[src/rtl/mem_pkg.sv]
// rtl/mem_pkg.sv - shared types and constants for the MEM access stage
package mem_pkg;
    localparam int DATA_WIDTH             = 32;
    localparam int REG_ADDR_WIDTH         = 5;
    localparam int WAIT_COUNT_WIDTH       = 8;
    localparam int TIMEOUT_CYCLES_DEFAULT = 255;

    typedef enum logic {
        IDLE = 1'b0,
        WAIT = 1'b1
    } state_t;
endpackage

[src/rtl/mem_wb_register.sv]
// rtl/mem_wb_register.sv - MEM/WB pipeline register; loads a bubble when told to
module mem_wb_register
    import mem_pkg::*;
(
    input  logic                      clock,
    input  logic                      reset,
    input  logic                      bubble,
    input  logic [DATA_WIDTH-1:0]     instruction,
    input  logic                      write_register,
    input  logic [REG_ADDR_WIDTH-1:0] write_address,
    input  logic [DATA_WIDTH-1:0]     write_data,
    output logic [DATA_WIDTH-1:0]     wb_instruction,
    output logic                      wb_write_register,
    output logic [REG_ADDR_WIDTH-1:0] wb_write_address,
    output logic [DATA_WIDTH-1:0]     wb_write_data
);
    always_ff @(posedge clock) begin
        if (reset || bubble) begin
            wb_instruction    <= '0;
            wb_write_register <= 1'b0;
            wb_write_address  <= '0;
            wb_write_data     <= '0;
        end else begin
            wb_instruction    <= instruction;
            wb_write_register <= write_register;
            wb_write_address  <= write_address;
            wb_write_data     <= write_data;
        end
    end
endmodule

[src/rtl/mem_access_stage.sv]
// rtl/mem_access_stage.sv - MEM stage: data-bus handshake, stall, timeout and error flags
module mem_access_stage
    import mem_pkg::*;
#(
    parameter int TIMEOUT_CYCLES = TIMEOUT_CYCLES_DEFAULT
) (
    input  logic                      clock,
    input  logic                      reset,
    input  logic [DATA_WIDTH-1:0]     mem_instruction,
    input  logic                      mem_shouldWriteRegister,
    input  logic [REG_ADDR_WIDTH-1:0] mem_registerWriteAddress,
    input  logic                      mem_shouldWriteMemoryElseAluOutputToRegister,
    input  logic [DATA_WIDTH-1:0]     mem_aluOutput,
    input  logic                      mem_shouldWriteMemory,
    input  logic [DATA_WIDTH-1:0]     mem_registerRtOrZero,
    output logic                      dmem_req,
    output logic                      dmem_we,
    output logic [DATA_WIDTH-1:0]     dmem_addr,
    output logic [DATA_WIDTH-1:0]     dmem_wdata,
    input  logic                      dmem_ack,
    input  logic [DATA_WIDTH-1:0]     dmem_rdata,
    output logic                      stall,
    output logic [DATA_WIDTH-1:0]     wb_instruction,
    output logic                      wb_shouldWriteRegister,
    output logic [REG_ADDR_WIDTH-1:0] wb_registerWriteAddress,
    output logic [DATA_WIDTH-1:0]     wb_registerWriteData,
    output logic                      err_misaligned,
    output logic                      err_timeout
);
    localparam logic [WAIT_COUNT_WIDTH-1:0] TIMEOUT_LIMIT = WAIT_COUNT_WIDTH'(TIMEOUT_CYCLES);
    localparam logic [WAIT_COUNT_WIDTH-1:0] COUNT_MAX     = '1;

    state_t                      state;
    state_t                      state_next;
    logic [WAIT_COUNT_WIDTH-1:0] wait_count;
    logic                        load;
    logic                        store;
    logic                        access;
    logic                        misaligned;
    logic                        timeout;
    logic                        retire_write;
    logic [DATA_WIDTH-1:0]       write_data;

    assign load       = mem_shouldWriteRegister & mem_shouldWriteMemoryElseAluOutputToRegister;
    assign store      = mem_shouldWriteMemory;
    assign access     = load | store;
    assign misaligned = access & (mem_aluOutput[1:0] != 2'b00);

    assign dmem_we    = store;
    assign dmem_addr  = {mem_aluOutput[DATA_WIDTH-1:2], 2'b00};
    assign dmem_wdata = mem_registerRtOrZero;

    // An ack in the final counted cycle still wins over the abort.
    assign timeout = (state == WAIT) & ~dmem_ack & (wait_count == TIMEOUT_LIMIT);
    assign stall   = dmem_req & ~dmem_ack & ~timeout;

    always_comb begin
        state_next = state;
        dmem_req   = 1'b0;
        case (state)
            IDLE: begin
                dmem_req = access & ~misaligned;
                if (dmem_req && !dmem_ack) state_next = WAIT;
            end
            WAIT: begin
                dmem_req = 1'b1;
                if (dmem_ack || timeout) state_next = IDLE;
            end
        endcase
    end

    always_ff @(posedge clock) begin
        if (reset) state <= IDLE;
        else       state <= state_next;
    end

    // Held at zero in IDLE so every entry to WAIT starts from a clean count.
    always_ff @(posedge clock) begin
        if (reset || state == IDLE)                 wait_count <= '0;
        else if (!dmem_ack && wait_count != COUNT_MAX) wait_count <= wait_count + 1'b1;
    end

    always_ff @(posedge clock) begin
        if (reset) begin
            err_misaligned <= 1'b0;
            err_timeout    <= 1'b0;
        end else begin
            err_misaligned <= err_misaligned | ((state == IDLE) & misaligned);
            err_timeout    <= err_timeout | timeout;
        end
    end

    assign retire_write = mem_shouldWriteRegister & ~misaligned & ~timeout;
    assign write_data   = load ? dmem_rdata : mem_aluOutput;

    mem_wb_register u_wb_register (
        .clock             (clock),
        .reset             (reset),
        .bubble            (stall),
        .instruction       (mem_instruction),
        .write_register    (retire_write),
        .write_address     (mem_registerWriteAddress),
        .write_data        (write_data),
        .wb_instruction    (wb_instruction),
        .wb_write_register (wb_shouldWriteRegister),
        .wb_write_address  (wb_registerWriteAddress),
        .wb_write_data     (wb_registerWriteData)
    );
endmodule

[config.mk]
export PLATFORM = sky130hd
export DESIGN_NAME = mem_access_stage
export DESIGN_NICKNAME = d
export VERILOG_FILES = /design/src/rtl/mem_pkg.sv /design/src/rtl/mem_wb_register.sv /design/src/rtl/mem_access_stage.sv
export SDC_FILE = /design/constraint.sdc
export NUM_CORES = 1
export LEC_CHECK = 0
export ABC_AREA = 1
export ABC_CLOCK_PERIOD_IN_PS = 1600
export CAP_MARGIN = 10
export CORE_AREA = 2 2 109 111
export DETAILED_ROUTE_END_ITERATION = 8
export DIE_AREA = 0 0 111 113
export PLACE_DENSITY = 0.77
export SLEW_MARGIN = 30
export SYNTH_ARGS = -nofsm -noshare
export SYNTH_HDL_FRONTEND = slang
export SYNTH_HIERARCHICAL = 1
export SYNTH_SLANG_ARGS = --single-unit
[constraint.sdc]
create_clock -name clock -period 1.6 [get_ports clock]
set_input_delay 0.16 -clock clock [delete_from_list [all_inputs] [get_ports clock]]
set_output_delay 0.16 -clock clock [all_outputs]
set_load 0.1 [all_outputs]
### Word-level counts from Yosys, hierarchy flattened

Cells that the tools add are included.

| word-level totals | value |
|---|---|
| bits in registers | 81 |
| input bits | 139 |
| output and inout bits | 139 |

| operators by class | value |
|---|---|
| $add $sub $neg | 1 |
| equality and inequality tests | 2 |
| muxes and demuxes | 5 |
| bitwise operators | 17 |
| reductions and logical operators | 7 |

Operators with widths:

| kind | count |
|---|---|
| $mux W32 | 1 |
| $and A1 B1 Y1 | 10 |
| $add A8 B1 Y8 const B | 1 |
| $eq A8 B8 Y1 const B | 1 |
| $ne A8 B8 Y1 const B | 1 |
| $not A1 Y1 | 4 |
| $pmux W1 S2 | 2 |
| $logic_or A1 B1 Y1 | 3 |
| $or A1 B1 Y1 | 3 |
| $logic_and A1 B1 Y1 | 2 |
| $mux W1 | 2 |
| $reduce_bool A2 Y1 | 1 |
| $logic_not A1 Y1 | 1 |

### Longest topological paths before layout

Gate-level depths: netlist (run 1).

| logic depth | value |
|---|---|
| depth after elaboration | 9 |
| mapped depth | 10 |

### Hierarchy

The synthesis (run 1) kept the hierarchy.

By module, submodules not included:

| module | instances | cells an instance | area each (um2) |
|---|---|---|---|
| mem_wb_register | 1 | 220 | 2,057.0 |
| mem_access_stage | 1 | 260 | 1,497.7 |

### Worst setup path after synthesis (run 1)

OpenSTA, ideal clock, no wires.

| path | value |
|---|---|
| kind | input to register |
| from | in mem_shouldWriteRegister |
| to | reg u_wb_register.wb_instruction[29] |
| setup time | 0.111 ns |
| arrival | 3.211 ns |
| slack | -1.723 ns |
| cell stages on the path | 10 |
| path buffers | 1 |
| path through | nand2_1 inv_2 o21ai_0 nand2_1 nand2_1 nor2_1 inv_1 nand2_4 clkbuf_8 nor2_1 |

| between the ends | value |
|---|---|
| longest elaborated chain between the ends | 9 |

Ends and longest elaborated chain:

| item | RTL line | RTL |
|---|---|---|
| start, declared | mem_access_stage.sv:10 | `input logic mem_shouldWriteRegister,` |
| $and A1 B1 Y1 * | mem_access_stage.sv:44 | `assign load = mem_shouldWriteRegister & mem_shouldWriteMemoryElseAluOutputToRegister;` |
| $or A1 B1 Y1 * | mem_access_stage.sv:46 | `assign access = load \| store;` |
| $and A1 B1 Y1 | mem_access_stage.sv:47 | `assign misaligned = access & (mem_aluOutput[1:0] != 2'b00);` |
| $not A1 Y1 | mem_access_stage.sv:62 | `dmem_req = access & ~misaligned;` |
| $and A1 B1 Y1 * | mem_access_stage.sv:62 |  |
| $pmux W1 S2 * | mem_access_stage.sv:60 | `case (state)` |
| named net dmem_req | mem_access_stage.sv:16 | `output logic dmem_req,` |
| $and A1 B1 Y1 * (2 in a row) | mem_access_stage.sv:55 | `assign stall = dmem_req & ~dmem_ack & ~timeout;` |
| named net stall | mem_access_stage.sv:22 | `output logic stall,` |
| $logic_or A1 B1 Y1 * | mem_wb_register.sv:18 | `if (reset \|\| bubble) begin` |
| end signal, assigned | mem_wb_register.sv:24 | `wb_instruction <= instruction;` |
| end, declared | mem_wb_register.sv:12 | `output logic [DATA_WIDTH-1:0] wb_instruction,` |

Mark *: on every way through the listed nets, which the timed path passes. The rest lies on a longest branch.
A chain may end at the register's enable or synchronous reset.

### Worst setup path in the final report (run 1)

| path | value |
|---|---|
| from | reg wait_count[1] |
| to | out stall |

| between the ends | value |
|---|---|
| longest elaborated chain between the ends | 4 |

Ends and longest elaborated chain:

| item | RTL line | RTL |
|---|---|---|
| start, declared | mem_access_stage.sv:35 | `logic [WAIT_COUNT_WIDTH-1:0] wait_count;` |
| start signal, assigned | mem_access_stage.sv:80 | `else if (!dmem_ack && wait_count != COUNT_MAX) wait_count <= wait_count + 1'b1;` |
| $eq A8 B8 Y1 | mem_access_stage.sv:54 | `assign timeout = (state == WAIT) & ~dmem_ack & (wait_count == TIMEOUT_LIMIT);` |
| $and A1 B1 Y1 | mem_access_stage.sv:54 |  |
| $not A1 Y1 | mem_access_stage.sv:55 |  |
| $and A1 B1 Y1 | mem_access_stage.sv:55 |  |
| end, declared | mem_access_stage.sv:22 |  |

No other way between the ends.

==> results of run 1 <==
power by group through the flow:
stage	registers [mW]	clock network, mW	logic [mW]
after floorplan	3.05	0	1.04
after global routing	2.24	2.16	2.54
final	2.23	2.00	2.46
after global placement	2.27	0	2.45
after CTS	2.23	2.07	2.47
after detailed placement	2.28	0	2.47
worst max-delay path, delay by kind of cell (launching register included):
family,cells,cell delay (ns)
AND/OR/NAND/NOR,5,0.40
flip-flops,1,0.36
buffers and inverters,1,0.16
adder cells (fa/ha/maj),1,0.15
routing by layer:
| metal | up-vias | share of wire | global-route usage |
|---|---|---|---|
| met5 | - | 0 | 0 |
| met4 | 0 | 0.027 | 0.0825 |
| met3 | 28 | 0.073 | 0.0348 |
| met2 | 180 | 0.56 | 0.334 |
| met1 | 1464 | 0.34 | 0.167 |
| li1 | 1645 | - | - |
logic make-up (layout without fill, tap and decap cells):
group / count (synthesis) / in the layout
and+or+nand+nor: 224 / 224
buffers and inverters: 163 / 329
DFF: 81 / 81
AOI/OAI and AO/OA: 9 / 9
adders and majority gates: 1 / 1
other: 1 / 2
xor gates and xnor gates: 1 / 1
Yosys cell counts:
cell	n
a21oi_1	6
a21oi_2	1
buf_2	3
buf_4	65
clkbuf_1	3
clkbuf_4	1
clkbuf_8	7
conb_1	1
dfxtp_1	81
ha_1	1
inv_1	83
inv_2	1
nand2_1	117
nand2_2	2
nand2_4	3
nand3_1	7
nand3b_1	1
nand4_1	3
nor2_1	79
nor2_2	8
nor2_4	2
nor3_1	2
o21ai_0	2
xor2_1	1
sequential cells by signal, indices dropped and copies added, names as in the netlist:
signal	cells
err_timeout	1
u_wb_register/wb_write_register	1
wait_count	8
u_wb_register/wb_instruction	32
u_wb_register/wb_write_address	5
u_wb_register/wb_write_data	32
err_misaligned	1
state	1
worst max path at each step:
stage	start	end	slack, ns
global route	wait_count[7]	stall	-0.02
CTS	mem_shouldWriteRegister	stall	0.03
finish	wait_count[1]	stall	0.04
detailed placement	mem_shouldWriteRegister	u_wb_register/wb_write_data[26]	-0.12
global placement	mem_shouldWriteRegister	u_wb_register/wb_instruction[1]	-0.03
floorplan	wait_count[1]	u_wb_register/wb_instruction[29]	-0.22
layout by cell type (no fill, tap or decap), types with 2 or more instances in the layout:
cell type,count
a21oi_1,6
buf_12,107
buf_4,16
clkbuf_16,9
clkdlybuf4s50_1,105
clkinvlp_4,2
conb_1,2
dfxtp_1,77
dfxtp_2,2
dfxtp_4,2
inv_1,82
inv_2,2
nand2_1,114
nand2_4,7
nand3_1,7
nand4_1,3
nor2_1,77
nor2_2,8
nor2_4,4
nor3_1,2
what timing repair did:
action                     4_1_cts  5_1_grt
pin swaps                        5        5
setup buffers                    6        1
resized for setup                5        3
gates cloned                     0        0
setup endpoints to repair        1        2
area by class of cell:
cell class	count	area [sq um]
repair buffers	229	3330
flip-flops and latches	81	1630
multi-input cells	237	1060
inverters	84	315
well taps	143	179
clock inverters	6	67.6
clock buffers	10	229
fillers	935	4460
metrics by stage:
stage | setup TNS, ns | util | instance area, sq um | worst slack [ns] | hold slack [ns]
floorplan | -14.49 | - | 3610 | -0.215 | 0.222
global placement | -1.02 | 0.572 | 6450 | -0.0317 | 0.321
detailed placement | -5.54 | 0.572 | 6450 | -0.120 | 0.321
CTS | 0 | 0.603 | 6800 | 0.0292 | 0.321
global route | -0.0200 | 0.604 | 6810 | -0.0200 | 0.282
finish | 0 | 0.604 | 6810 | 0.0365 | 0.246
==> impl_results.md, run 1 <==
* Synth Area in Adders at 0.00352
* Final antenna diode count at 0
* Most used cell along the critical path: nor2_4
* PD cells at 982 nW/um^2
* TritonCTS Sinks at 81
* CP arrival at 1.40 ns
* Switching power at 2.42 mW
* Area growth syn-to-layout at 91.6%
* Die Y at 113 um
* Switching Fraction at 0.361
* Crit path cell chain: ha_4 > nand2_4 > nor2_4 > nand2_4 > nor2_4 > nor2_4 > buf_12
* Clock buffer depth at 2
* Detail Route Antenna Nets at 0
* Hold Startpoint: mem_shouldWriteRegister
* Clock power share at 0.299
* Crit Path Category: register to primary output
* Cell variety after synth at 24
* Hold_buf cts at 0
* Mean Syn Cell Area at 7.41 sq um
* Reg2reg path depth at 10
* Initial antenna violation count at 0
* IO Count at 278
* Final setup fails at 0
* Max VDD drop at 0.504 mV
* Worst-path maximum fanout at 2
* Largest family of logic cells by synthesized area: buffers and inverters
* Total power at 6.69 mW
* DR vias/cell at 4.20
* Seq pwr share at 0.333
* RR Startpoint: wait_count[1]
* WHS Path Cells at 5
* Hold crit path type: primary input to register
* FP Rows at 39
* Initial core utilization at 0.315
* Flop2flop setup slack at 0.18 ns
* CP required at 1.44 ns
* R2R Path End: u_wb_register/wb_write_data[26]
* Tot GR Track Use at 0.169
* Die area at 12500 sq um
* DP HPWL at 8.68 mm
* Total global routing overflow at 0
* Post-Synthesis Cells at 480
* Post-synthesis xor/xnor area fraction at 0.00246
* Final Non-Filler Cells at 790
* Synth warn at 6
* Fin. Hold Viols at 0
* Final Cycle Share at 0.977
* Yosys top cell area share at 0.456
* Leak pwr at 3.25 nW
* Clk slew on worst S/H paths at 0.06 ns
* Crit path capture type: primary output
* Biggest area consumer among synthesized cells: dfxtp_1
* Gp weighted congestion at 0.837
* Fraction of the yosys area taken by sequential cells at 0.456
* Mux contribution to synthesized area at 0
* RSZ-0062 raised after global routing: yes
* H-tree Lvls at 3
* Comb power frac at 0.367
* Share of layout cells above drive strength 1 at 0.258
* Port Buffer Count at 211
* TritonCTS Buffers at 9
* Clock skew at 0.00556 ns
* Worst Hold End: u_wb_register/wb_write_register
* Simple-Gate Fraction of Synth Area at 0.260
* Mapped Area at 3550 sq um
* Root Driver: clkbuf_16
* Largest net degree at the start of global routing at 37
* Shortest period the worst path allows at 1.56 ns
* Max_cap viols at 0
* Slew Viols, Final at 0
* Routed WL per cell at 13.6 um
* Worst setup SP type: register
* Pre-antenna DRT Iters at 4
* Inst Count DP at 768
* TritonCTS clock tree: done
* Final nets at 782
* Slowest-stage cell, CP: dfxtp_4
* Via count at 3317
* DRC Markers at 0
* Internal power at 4.27 mW
* Vias in the first global route at 3335
* Run status: completed
* First-iteration detailed-routing DRC count at 170
* Die width at 111 um
* Synth top area cells: dfxtp_1, buf_4, nand2_1
* Final wirelength at 10.8 mm
* Complex-gate fraction of the synthesized area at 0.0137
* F_max at 640 MHz
* Core box area at 11300 sq um
* Worst-Skew Late Latency at 0.33 ns
* Global-route wire length before repair at 16.6 mm
* Crit path largest cell delay at 0.36 ns
* Yosys reg bits at 81
(Power assumes the default switching activity.)
==> inputs of run 2 (changes only) <==
Settings changed: TNS_END_PERCENT from default to 20.
==> impl_results.md, run 2 (synthesis gave the netlist of run 1 again) <==
* DRC Markers at 0
* Clock buffer depth at 2
* Switching power at 2.45 mW
* Root Driver: clkbuf_16
* Worst-path maximum fanout at 4
* Finished Cell Area at 6850 sq um
* Global-route wire length before repair at 16.8 mm
* Largest regs: u_wb_register/wb_instruction (32), u_wb_register/wb_write_data (32), wait_count (8)
* Clk slew on worst S/H paths at 0.06 ns
* Most frequent cells in the layout: nand2_1, buf_12, clkdlybuf4s50_1
* Tot GR Track Use at 0.172
* Hold_buf cts at 0
* Shortest period the worst path allows at 1.57 ns
* Die width at 111 um
* RR Startpoint: wait_count[5]
* Area growth syn-to-layout at 92.8%
* Reg area at 1630 sq um
* DP HPWL at 8.96 mm
* Final Non-Filler Cells at 791
* Crit Path Category: register to primary output
* CP arrival at 1.41 ns
* TritonCTS Buffers at 9
* IO Count at 278
* Area of the multi-input gates at 1090 sq um
* WHS Path Cells at 0
* Fill cells at 909
* First-iteration detailed-routing DRC count at 142
* Die area at 12500 sq um
* Final setup fails at 0
* Switching Fraction at 0.364
* Via count at 3333
* Max VDD drop at 0.552 mV
* Max_cap viols at 0
* Share of layout cells above drive strength 1 at 0.273
* Worst Hold End: dmem_wdata[15]
* Hold Startpoint: mem_registerRtOrZero[15]
* Inst Count DP at 769
* Reg2reg path depth at 10
* Port Buffer Count at 211
* Initial antenna violation count at 0
* Die Y at 113 um
* Routed WL per cell at 14.0 um
* Final antenna diode count at 0
* Total global routing overflow at 0
* Final Cycle Share at 0.981
* Slew Viols, Final at 0
* Pre-antenna DRT Iters at 4
* Internal power at 4.28 mW
* Clock power share at 0.301
* Hold crit path type: primary input to primary output
* FP Rows at 39
* Vias in the first global route at 3434
* Worst setup SP type: register
* Placed Area at 6470 sq um
* Run status: completed
* Final nets at 783
* Commonest non-fill, non-tap cell in the layout: nand2_1
* Gp weighted congestion at 0.815
* Crit path capture type: primary output
* Fin. Hold Viols at 0
* H-tree Lvls at 3
* Core box area at 11300 sq um
* R2R Path End: u_wb_register/wb_write_address[3]
* Clock skew at 0.0109 ns
* Largest net degree at the start of global routing at 39
* Initial core utilization at 0.315
* TritonCTS clock tree: done
* CP required at 1.44 ns
* Flop2flop setup slack at 0.07 ns
* RSZ-0062 raised after global routing: yes
* DR vias/cell at 4.21
* PD cells at 983 nW/um^2
* Total power at 6.73 mW
* Comb power frac at 0.368
* TritonCTS Sinks at 81
* Detail Route Antenna Nets at 0
* Leak pwr at 3.25 nW
* Final wirelength at 11.0 mm
* Worst-Skew Late Latency at 0.33 ns
* Seq pwr share at 0.331
* F_max at 637 MHz
run 2: stage by stage:
stage | utilization | setup slack (ns) | hold WS, ns | setup TNS, ns
final | 0.608 | 0.0308 | 0.320 | 0
after global routing | 0.608 | -0.0407 | 0.320 | -0.302
after CTS | 0.605 | 0.0142 | 0.321 | 0
after detailed placement | 0.574 | -0.104 | 0.321 | -4.40
after global placement | 0.574 | -0.0329 | 0.321 | -1.19
after floorplan | - | -0.215 | 0.222 | -14.49
run 2: layout make-up:
| class | instances | share of cell area |
|---|---|---|
| Sequential cell | 81 | 0.238 |
| Multi-Input combinational cell | 237 | 0.159 |
| Clock inverter | 6 | 0.00986 |
| Inverter | 84 | 0.0460 |
| Tap cell | 143 | 0.0261 |
| Timing Repair Buffer | 230 | 0.488 |
| Clock buffer | 10 | 0.0334 |
run 2: how the worst max path moves through the flow:
stage | start | endpoint | depth (start not counted)
global route | wait_count[1] | stall | 7
detailed placement | mem_shouldWriteRegister | u_wb_register/wb_instruction[25] | 11
floorplan | wait_count[1] | u_wb_register/wb_instruction[29] | 10
finish | wait_count[5] | stall | 6
global placement | mem_shouldWriteRegister | u_wb_register/wb_instruction[0] | 11
CTS | wait_count[0] | stall | 7
run 2: timing repair:
| item | in CTS | in global routing |
|---|---|---|
| setup buffers | 6 | 1 |
| endpoints found under the setup margin | 2 | 37 |
| pin swaps | 5 | 5 |
| endpoints found under the hold margin | 0 | 0 |
| resized for setup | 4 | 12 |
run 2: critical path, stage by stage (launching register included):
cell     delay [ns]
dfxtp_1        0.38
nand2_1        0.13
nor2_4         0.15
nand2_4        0.07
nor2_4         0.14
nor2_4         0.06
buf_12         0.16
run 2: routing by layer:
metal	part of all wire	vias up	wire, um	global-route usage
met3	0.068	37	749	0.0396
met4	0.034	0	378	0.0833
met2	0.57	175	6260	0.353
li1	-	1647	-	-
met1	0.33	1474	3650	0.158
met5	0	-	0	0
run 2: power groups by stage:
stage	registers (mW)	logic, mW	clock network (mW)
floorplan	3.05	1.04	0
global placement	2.27	2.45	0
detailed placement	2.28	2.48	0
CTS	2.23	2.48	2.08
global route	2.24	2.55	2.18
finish	2.23	2.48	2.03
